## config.mk

```make
export PLATFORM = sky130hd
export DESIGN_NAME = intc_vectored
export DESIGN_NICKNAME = d
export VERILOG_FILES = /design/src/rtl/intc_vectored.sv
export SDC_FILE = /design/constraint.sdc
export NUM_CORES = 1
export LEC_CHECK = 0
export BUFFER_PORTS_ARGS = -buffer_cell sky130_fd_sc_hd__buf_4
export CAP_MARGIN = 10
export CORE_MARGIN = 5
export CORE_UTILIZATION = 35
export DETAILED_ROUTE_END_ITERATION = 6
export SYNTH_ARGS = -nofsm -noshare
export SYNTH_HDL_FRONTEND = slang
export SYNTH_SLANG_ARGS = --single-unit
```

## constraint.sdc

```tcl
create_clock -name clk -period 5.8 [get_ports clk]
set_input_delay 0 -clock clk [delete_from_list [all_inputs] [get_ports clk]]
set_output_delay 0 -clock clk [all_outputs]
set_load 0.03 [all_outputs]
```

## src/rtl/intc_vectored.sv

```systemverilog
// Vectored interrupt controller: edge-latched pending bits, enable mask,
// fixed lowest-index-first priority and an IRQ/IACK handshake FSM.
module intc_vectored #(
  parameter int                NUM_CH    = 4,
  parameter int                ADDR_W    = 32,
  parameter int                DATA_W    = 32,
  parameter logic [ADDR_W-1:0] BASE_ADDR = 'h00020000
) (
  input  logic              clk,
  input  logic              rst,
  input  logic [NUM_CH-1:0] done,
  input  logic              IACK,
  input  logic [ADDR_W-1:0] input_addr,
  input  logic              write_enable,
  input  logic [DATA_W-1:0] write_data,
  output logic [DATA_W-1:0] read_data,
  output logic              IRQ,
  output logic [DATA_W-1:0] isr_addr,
  output logic [3:0]        irq_id,
  output logic              error
);

  localparam logic [1:0] IDLE = 2'd0;
  localparam logic [1:0] REQ  = 2'd1;
  localparam logic [1:0] ACK  = 2'd2;

  logic [1:0]        state_q, state_d;
  logic [NUM_CH-1:0] done_q;
  logic [NUM_CH-1:0] pending_q, pending_d;
  logic [NUM_CH-1:0] enable_q, enable_d;
  logic [DATA_W-1:0] vec_q [NUM_CH];
  logic [DATA_W-1:0] vec_d [NUM_CH];
  logic [DATA_W-1:0] isrAddr_q, isrAddr_d;
  logic [3:0]        irqId_q, irqId_d;
  logic              error_q, error_d;

  logic              hit, aligned, wrHit, badWrite;
  logic              isVec, isEn, isPend, isStat;
  logic [7:0]        off;
  logic [NUM_CH-1:0] rise, eligible, w1cMask, ackMask;
  logic [3:0]        winner;
  logic [DATA_W-1:0] winnerVec, rdVec;
  logic              ackClear, iackErr;

  // Address decode: window hit plus which register the offset selects.
  always_comb begin
    off      = input_addr[7:0];
    hit      = (input_addr[ADDR_W-1:8] == BASE_ADDR[ADDR_W-1:8]);
    aligned  = (off[1:0] == 2'b00);
    isVec    = aligned && (off[7:6] == 2'b00) && ({1'b0, off[5:2]} < 5'(NUM_CH));
    isEn     = (off == 8'h40);
    isPend   = (off == 8'h44);
    isStat   = (off == 8'h48);
    wrHit    = write_enable && hit;
    badWrite = wrHit && !(isVec || isEn || isPend || isStat);
  end

  // Fixed priority arbitration: scanning downward leaves the lowest eligible index.
  always_comb begin
    rise      = done & ~done_q;
    eligible  = pending_q & enable_q;
    winner    = 4'd0;
    winnerVec = '0;
    ackMask   = '0;
    for (int i = NUM_CH - 1; i >= 0; i--) begin
      if (eligible[i]) begin
        winner    = 4'(i);
        winnerVec = vec_q[i];
      end
      if (irqId_q == 4'(i)) ackMask[i] = 1'b1;
    end
  end

  // Request FSM: latch the winner in IDLE, hold it through REQ, wait out IACK in ACK.
  always_comb begin
    state_d   = state_q;
    irqId_d   = irqId_q;
    isrAddr_d = isrAddr_q;
    ackClear  = 1'b0;
    iackErr   = 1'b0;
    case (state_q)
      IDLE: begin
        if (IACK) iackErr = 1'b1;
        if (|eligible) begin
          irqId_d   = winner;
          isrAddr_d = winnerVec;
          state_d   = REQ;
        end
      end
      REQ: begin
        if (IACK) begin
          ackClear = 1'b1;
          state_d  = ACK;
        end
      end
      ACK: begin
        if (!IACK) state_d = IDLE;
      end
      default: state_d = IDLE;
    endcase
  end

  // Register-file updates; a new rising edge always beats a same-cycle clear.
  always_comb begin
    w1cMask   = (wrHit && isPend) ? write_data[NUM_CH-1:0] : '0;
    pending_d = (pending_q & ~(w1cMask | (ackClear ? ackMask : '0))) | rise;
    enable_d  = (wrHit && isEn) ? write_data[NUM_CH-1:0] : enable_q;
    error_d   = (error_q & ~(wrHit && isStat && write_data[0])) | badWrite | iackErr;
    for (int i = 0; i < NUM_CH; i++) begin
      vec_d[i] = vec_q[i];
      if (wrHit && isVec && (off[5:2] == 4'(i))) vec_d[i] = write_data;
    end
  end

  // State registers, all cleared immediately by the asynchronous reset.
  always_ff @(posedge clk or posedge rst) begin
    if (rst) begin
      state_q   <= IDLE;
      done_q    <= '0;
      pending_q <= '0;
      enable_q  <= '0;
      isrAddr_q <= '0;
      irqId_q   <= '0;
      error_q   <= 1'b0;
      for (int i = 0; i < NUM_CH; i++) vec_q[i] <= '0;
    end else begin
      state_q   <= state_d;
      done_q    <= done;
      pending_q <= pending_d;
      enable_q  <= enable_d;
      isrAddr_q <= isrAddr_d;
      irqId_q   <= irqId_d;
      error_q   <= error_d;
      for (int i = 0; i < NUM_CH; i++) vec_q[i] <= vec_d[i];
    end
  end

  // Combinational read mux; unmapped offsets and addresses outside the window read 0.
  always_comb begin
    rdVec     = '0;
    read_data = '0;
    for (int i = 0; i < NUM_CH; i++) begin
      if (off[5:2] == 4'(i)) rdVec = vec_q[i];
    end
    if (hit) begin
      if (isVec) begin
        read_data = rdVec;
      end else if (isEn) begin
        read_data = DATA_W'(enable_q);
      end else if (isPend) begin
        read_data = DATA_W'(pending_q);
      end else if (isStat) begin
        read_data[7:4] = irqId_q;
        read_data[1]   = (state_q == REQ);
        read_data[0]   = error_q;
      end
    end
  end

  assign IRQ      = (state_q == REQ);
  assign isr_addr = isrAddr_q;
  assign irq_id   = irqId_q;
  assign error    = error_q;

endmodule

```

==> metrics.csv, run 1 <==
metric,value,unit
number of placed I/O pins,142,
top flip-flop cell by instance count after synthesis,sky130_fd_sc_hd__dfrtp_1,
result of the run,finished clean,
number of failing setup endpoints in the final timing report,0,
Chip Width,169,microns
Async SR Flop Fraction,100,%
synth cell count leaders,"177 x sky130_fd_sc_hd__dfrtp_1, 92 x sky130_fd_sc_hd__mux2_2, 52 x sky130_fd_sc_hd__nand2_1, 49 x sky130_fd_sc_hd__a211oi_1, 38 x sky130_fd_sc_hd__o22ai_1",
overall overflow remaining after global route,0,
final weighted congestion in routability-driven placement,0.758,
core region area,25000,sq um
biggest area contributors in the synthesized netlist,"sky130_fd_sc_hd__dfrtp_1 50%, sky130_fd_sc_hd__mux2_2 12%, sky130_fd_sc_hd__mux2_4 5.1%",
DRC Markers,0,
RSZ-0062 raised after global routing,false,
filler instances,2347,
postcts setup bufs,0,
layout overhead on the synthesized area,26.2,%
total number of H-tree levels,4,
placed cell count,1141,
highest ir drop seen on vdd,0.157,mV
number of iterations in the first detailed-routing pass,5,
reported leakage power,5.25,nW
part of the Yosys area used for sequential elements,50.0,%
"most used cell, CP",sky130_fd_sc_hd__buf_4,
worst max-slew margin expressed relative to the limit,24.0,%
clock sink count,177,
post-cts hold buffer count,41,
detailed placement HPWL,15700,microns
count of state elements after synthesis,177,
kind of end point of the critical path,primary output,
all-layer global routing usage,17.9,%
clock slew at reported path FFs,0.07,ns
share of the synthesized area in the top cell type,50.0,%
antenna fix cells,0,
syn_area_per_cell,12.3,sq um
number of global-route vias before repair,7011,
fraction of final layout cells with drive strength greater than 1,36.8,%
number of rows created at floorplan,58,
Fin Clk Skew,0.0115,ns
effective utilization at floorplan,35.4,%
Final TNS setup,0,ns
combined area of all synthesized cells,8860,sq um
antenna violations before repair,1,
series of cell instances along the critical path,buf_4 -> nor4_1 -> nand4_1 -> or2_2 -> a211oi_1 -> buf_4,
crit path max-delay cell type,sky130_fd_sc_hd__or2_2,
DRT antenna net count,0,
sequential cell area,4430,sq um
Setup CP Type,input pin to primary output,
number of warning messages in the yosys log,0,
area occupied by multi-input gates,4120,sq um
startpoint class of the critical path,input pin,
final count of pins violating max slew,0,
post-route insts no fill,1214,
Hold/Removal Path Class,input pin to flop,
count of flip-flops with a built-in enable after synthesis,0,
Via-to-Cell Ratio,5.50,
Clk Tree Root Cell,sky130_fd_sc_hd__clkbuf_16,
most numerous cell in the Yosys netlist,sky130_fd_sc_hd__dfrtp_1,
cts bufs inserted,17,
worst-skew pair later-pin latency,0.43,ns
maximum number of pins on one net before global-route repair,78,
Avg WL per Cell,21.1,microns
final-stage net count,943,
Mapped Cells,723,
CTS tree,yes,
Hold Fails Final Rpt,0,
Die H,169,microns
transition time at the pin with the least slew margin,1.14,ns
power per unit of standard cell area,241,nW/um^2
vias after detailed routing,6678,
Resized Gates After CTS,0,
critical path data arrival time,2.58,ns
minimum clock period,2.58,ns
first-pass GRT wire length,40600,microns
Port Buffer Count,139,
stage delay of the slowest cell on the critical path,0.79,ns
Worst Path Max Fanout,26,
number of buffers on the longest clock path,2,
total wirelength of the detailed-routed design,25600,microns
cell taking the most area after synthesis,sky130_fd_sc_hd__dfrtp_1,
maximum clock frequency,0.387,GHz
initial detailed-routing violation count,520,
full die area,28600,sq um
data required time of the worst path,5.80,ns
final worst path period share,44.6,%
number of max-cap violations,0,
number of unique standard cell types used by synthesis,49,
layer usage:
metal  wire length (microns)  GRT usage, %  part of all wire, %  vias to the layer above
met1                   12000          25.3                   47                     3447
met3                    1230          3.78                  4.8                       15
li1                        -             -                    -                     3054
met5                      13             0                0.051                        -
met4                     146          2.77                 0.57                        2
met2                   12300          29.3                   48                      160
logic make-up after synthesis:
logic type             synth area share, %
AOI/OAI and AO/OA                     14.8
DFF                                   50.0
muxes                                 22.6
and+or+nand+nor                       8.63
buffers and inverters                 3.91
other                               0.0423
worst max-delay path, delay by kind of cell:
kind,cells,cell delay [ns]
AOI/OAI and AO/OA,1,0.49
buffers and inverters,2,0.36
and+or+nand+nor,3,1.72
area by class of cell:
class	instances	share of cell area [%]
inverters	3	0.146
well taps	330	3.69
clock inverters	14	2.04
flip-flops and latches	177	39.6
clock buffers	18	3.93
repair buffers	190	13.7
multi-input cells	482	36.9
layout by cell type (no fill, tap or decap), types with 4 or more instances in the layout:
cell	n
sky130_fd_sc_hd__a21oi_1	11
sky130_fd_sc_hd__bufinv_16	5
sky130_fd_sc_hd__nor2b_1	33
sky130_fd_sc_hd__a21boi_0	4
sky130_fd_sc_hd__o31ai_1	33
sky130_fd_sc_hd__a211oi_1	49
sky130_fd_sc_hd__a221oi_1	33
sky130_fd_sc_hd__buf_4	149
sky130_fd_sc_hd__mux2_2	92
sky130_fd_sc_hd__nand2_1	51
sky130_fd_sc_hd__mux2_4	30
sky130_fd_sc_hd__mux2_1	12
sky130_fd_sc_hd__clkbuf_16	17
sky130_fd_sc_hd__nor3_1	6
sky130_fd_sc_hd__nor4_1	5
sky130_fd_sc_hd__mux4_2	5
sky130_fd_sc_hd__dfrtp_1	177
sky130_fd_sc_hd__o21ai_0	5
sky130_fd_sc_hd__nor2_1	6
sky130_fd_sc_hd__nand4_1	4
sky130_fd_sc_hd__mux2i_1	27
sky130_fd_sc_hd__dlygate4sd3_1	41
sky130_fd_sc_hd__o22ai_1	38
worst paths after layout:
path,startpoint,to,slack (ns),cells after the start
setup / recovery,input_addr[20],read_data[31],3.22,6
hold / removal,input_addr[6],pending_q[3]$_DFF_PP0_,0.03,4
setup reg to reg,enable_q[2]$_DFFE_PP0P_,isr_addr[12]$_DFFE_PP0P_,3.23,4
hold reg to reg,isr_addr[4]$_DFFE_PP0P_,isr_addr[4]$_DFFE_PP0P_,0.48,2
max in group asynchronous,rst,vec_q[114]$_DFFE_PP0P_,4.31,4
min in group asynchronous,rst,done_q[1]$_DFF_PP0_,0.24,3
through the flow:
stage / instance area (sq um) / util, % / hold WS [ns] / power [mW] / setup WS, ns
floorplan: 8860 / - / 0.0314 / 1.32 / 0.998
global placement: 10100 / 40.3 / 0.119 / 1.39 / 3.27
detailed placement: 10100 / 40.3 / 0.119 / 1.39 / 3.17
CTS: 11200 / 44.6 / 0.00866 / 2.72 / 3.23
global route: 11200 / 44.6 / 0.0240 / 2.78 / 3.06
finish: 11200 / 44.6 / 0.0256 / 2.70 / 3.22
registers in the layout, indices dropped and copies added, names as in the netlist:
| name | count |
|---|---|
| vec_q | 128 |
| isr_addr | 32 |
| error | 1 |
| done_q | 4 |
| state_q | 2 |
| pending_q | 4 |
| irq_id | 2 |
| enable_q | 4 |
power by group:
part           total [mW]  internal [mW]  switching [mW]  leakage (nW)
Clock                1.31          0.785           0.523         0.315
Sequential           1.24           1.24        0.000391          2.44
Combinational       0.154         0.0658          0.0879          2.50
Power figures use the tool's default switching activity.
==> run 2: changes to the inputs <==
==> constraint.sdc (replaced) <==
create_clock -name clk -period 2.2 [get_ports clk]
set_input_delay 0 -clock clk [delete_from_list [all_inputs] [get_ports clk]]
set_output_delay 0 -clock clk [all_outputs]
set_load 0.03 [all_outputs]
==> metrics.csv, run 2 (synthesized netlist as in run 1, its figures left out) <==
metric,value,unit
result of the run,finished clean,
"commonest non-fill, non-tap cells in the layout","177 x sky130_fd_sc_hd__dfrtp_1, 161 x sky130_fd_sc_hd__buf_4, 92 x sky130_fd_sc_hd__mux2_2",
number of global-route vias before repair,7031,
Hold/Removal Path Class,input pin to flop,
worst max-slew margin expressed relative to the limit,64.2,%
data required time of the worst path,2.20,ns
clock sink count,177,
Worst Path Max Fanout,15,
number of rows created at floorplan,58,
cell family with the largest share of critical-path delay,buffers and inverters,
"Non-Filler Cell Area, Final",11400,sq um
Die H,169,microns
Hold Fails Final Rpt,0,
minimum clock period,1.95,ns
series of cell instances along the critical path,buf_4 -> nor4_1 -> nand4_1 -> buf_4 -> or2_4 -> buf_12 -> a211oi_1 -> buf_4 -> buf_4,
transition time at the pin with the least slew margin,0.537,ns
detailed placement HPWL,16400,microns
maximum clock frequency,0.512,GHz
DP Worst Slack,0.0517,ns
final weighted congestion in routability-driven placement,0.781,
number of flip-flops in the largest register,128,
power per unit of standard cell area,593,nW/um^2
critical path data arrival time,1.95,ns
worst-skew pair later-pin latency,0.43,ns
stage delay of the slowest cell on the critical path,0.37,ns
"Most flops, register",vec_q,
number of failing setup endpoints in the final timing report,0,
Setup CP Type,input pin to primary output,
placed cell count,1163,
Fin Clk Skew,0.00808,ns
Avg WL per Cell,20.5,microns
number of placed I/O pins,142,
full die area,28600,sq um
overall overflow remaining after global route,0,
crit path max-delay cell type,sky130_fd_sc_hd__or2_4,
RSZ-0062 raised after global routing,false,
clock slew at reported path FFs,0.07,ns
startpoint class of the critical path,input pin,
worst-case setup margin in the final layout,0.248,ns
effective utilization at floorplan,35.4,%
layout overhead on the synthesized area,28.5,%
"most used cell, CP",sky130_fd_sc_hd__buf_4,
Placed Area,10400,sq um
CTS tree,yes,
vias after detailed routing,6733,
number of max-cap violations,0,
Final TNS setup,0,ns
Chip Width,169,microns
DRT antenna net count,0,
fraction of final layout cells with drive strength greater than 1,38.2,%
DRC Markers,0,
total wirelength of the detailed-routed design,25300,microns
kind of end point of the critical path,primary output,
total number of H-tree levels,4,
Via-to-Cell Ratio,5.45,
Clk Tree Root Cell,sky130_fd_sc_hd__clkbuf_16,
most common library cell in the layout ignoring fill and taps,sky130_fd_sc_hd__dfrtp_1,
Port Buffer Count,139,
cts bufs inserted,17,
core region area,25000,sq um
maximum number of pins on one net before global-route repair,96,
final worst path period share,88.7,%
all-layer global routing usage,18.1,%
final-stage net count,964,
antenna violations before repair,1,
Buf/Inv on CP,5,
number of iterations in the first detailed-routing pass,5,
post-route insts no fill,1236,
final count of pins violating max slew,0,
final hold slack,0.154,ns
number of buffers on the longest clock path,2,
reported leakage power,5.37,nW
initial detailed-routing violation count,515,
highest ir drop seen on vdd,0.381,mV
first-pass GRT wire length,40900,microns
==> run 2: what timing repair did <==
action | 4_1_cts | 5_1_grt
gates resized for setup | 0 | 1
endpoints found under the hold margin | 320 | 0
setup buffers | 0 | 0
hold buffers | 40 | 0
setup endpoints to repair | 0 | 1
==> run 2: through the flow <==
step                utilization, %  power (mW)
finish                        45.5        6.74
detailed placement            41.5        3.69
global route                  45.5        7.00
global placement              41.5        3.69
floorplan                        -        3.48
CTS                           45.4        6.82
==> run 2: path summary, 6_finish.rpt <==
| path | startpoint | endpoint | slack [ns] | depth (start not counted) |
|---|---|---|---|---|
| hold / removal | input_addr[6] | pending_q[2]$_DFF_PP0_ | 0.15 | 5 |
| max in group asynchronous | rst | vec_q[53]$_DFFE_PP0P_ | 1.47 | 4 |
| setup reg to reg | pending_q[0]$_DFF_PP0_ | isr_addr[27]$_DFFE_PP0P_ | 0.53 | 6 |
| min in group asynchronous | rst | done_q[2]$_DFF_PP0_ | 0.26 | 4 |
| hold reg to reg | done_q[0]$_DFF_PP0_ | pending_q[0]$_DFF_PP0_ | 0.44 | 1 |
| setup / recovery | input_addr[27] | read_data[9] | 0.25 | 9 |
==> run 2: area by class of cell <==
class	count	area, sq um
Inverter	3	15.0
Multi-Input combinational cell	482	4120
Timing Repair Buffer	211	1810
Clock inverter	14	151
Fill cell	2328	13700
Clock buffer	18	439
Tap cell	330	413
Sequential cell	177	4430
Antenna cell	1	2.50
==> run 2: tightest hold or removal path: stages <==
cell                      delay (ns)
sky130_fd_sc_hd__buf_4          0.11
sky130_fd_sc_hd__buf_4          0.18
sky130_fd_sc_hd__nand2_1        0.08
sky130_fd_sc_hd__nor3_1         0.04
sky130_fd_sc_hd__a21oi_1        0.13
==> run 2: per-layer routing <==
layer	routed length (microns)	GRT usage [%]	share of wire (%)	up-vias
li1	-	-	-	3098
met1	11700	25.4	46	3437
met3	1190	3.39	4.7	24
met5	0	0	0	-
met2	12100	29.0	48	174
met4	385	4.87	1.5	0
==> run 2: power by group <==
group          leakage, nW  internal, mW  switching, mW
clock network        0.288          1.72           1.35
logic                 2.65         0.184          0.233
registers             2.44          3.26       0.000998
total                 5.37          5.16           1.58
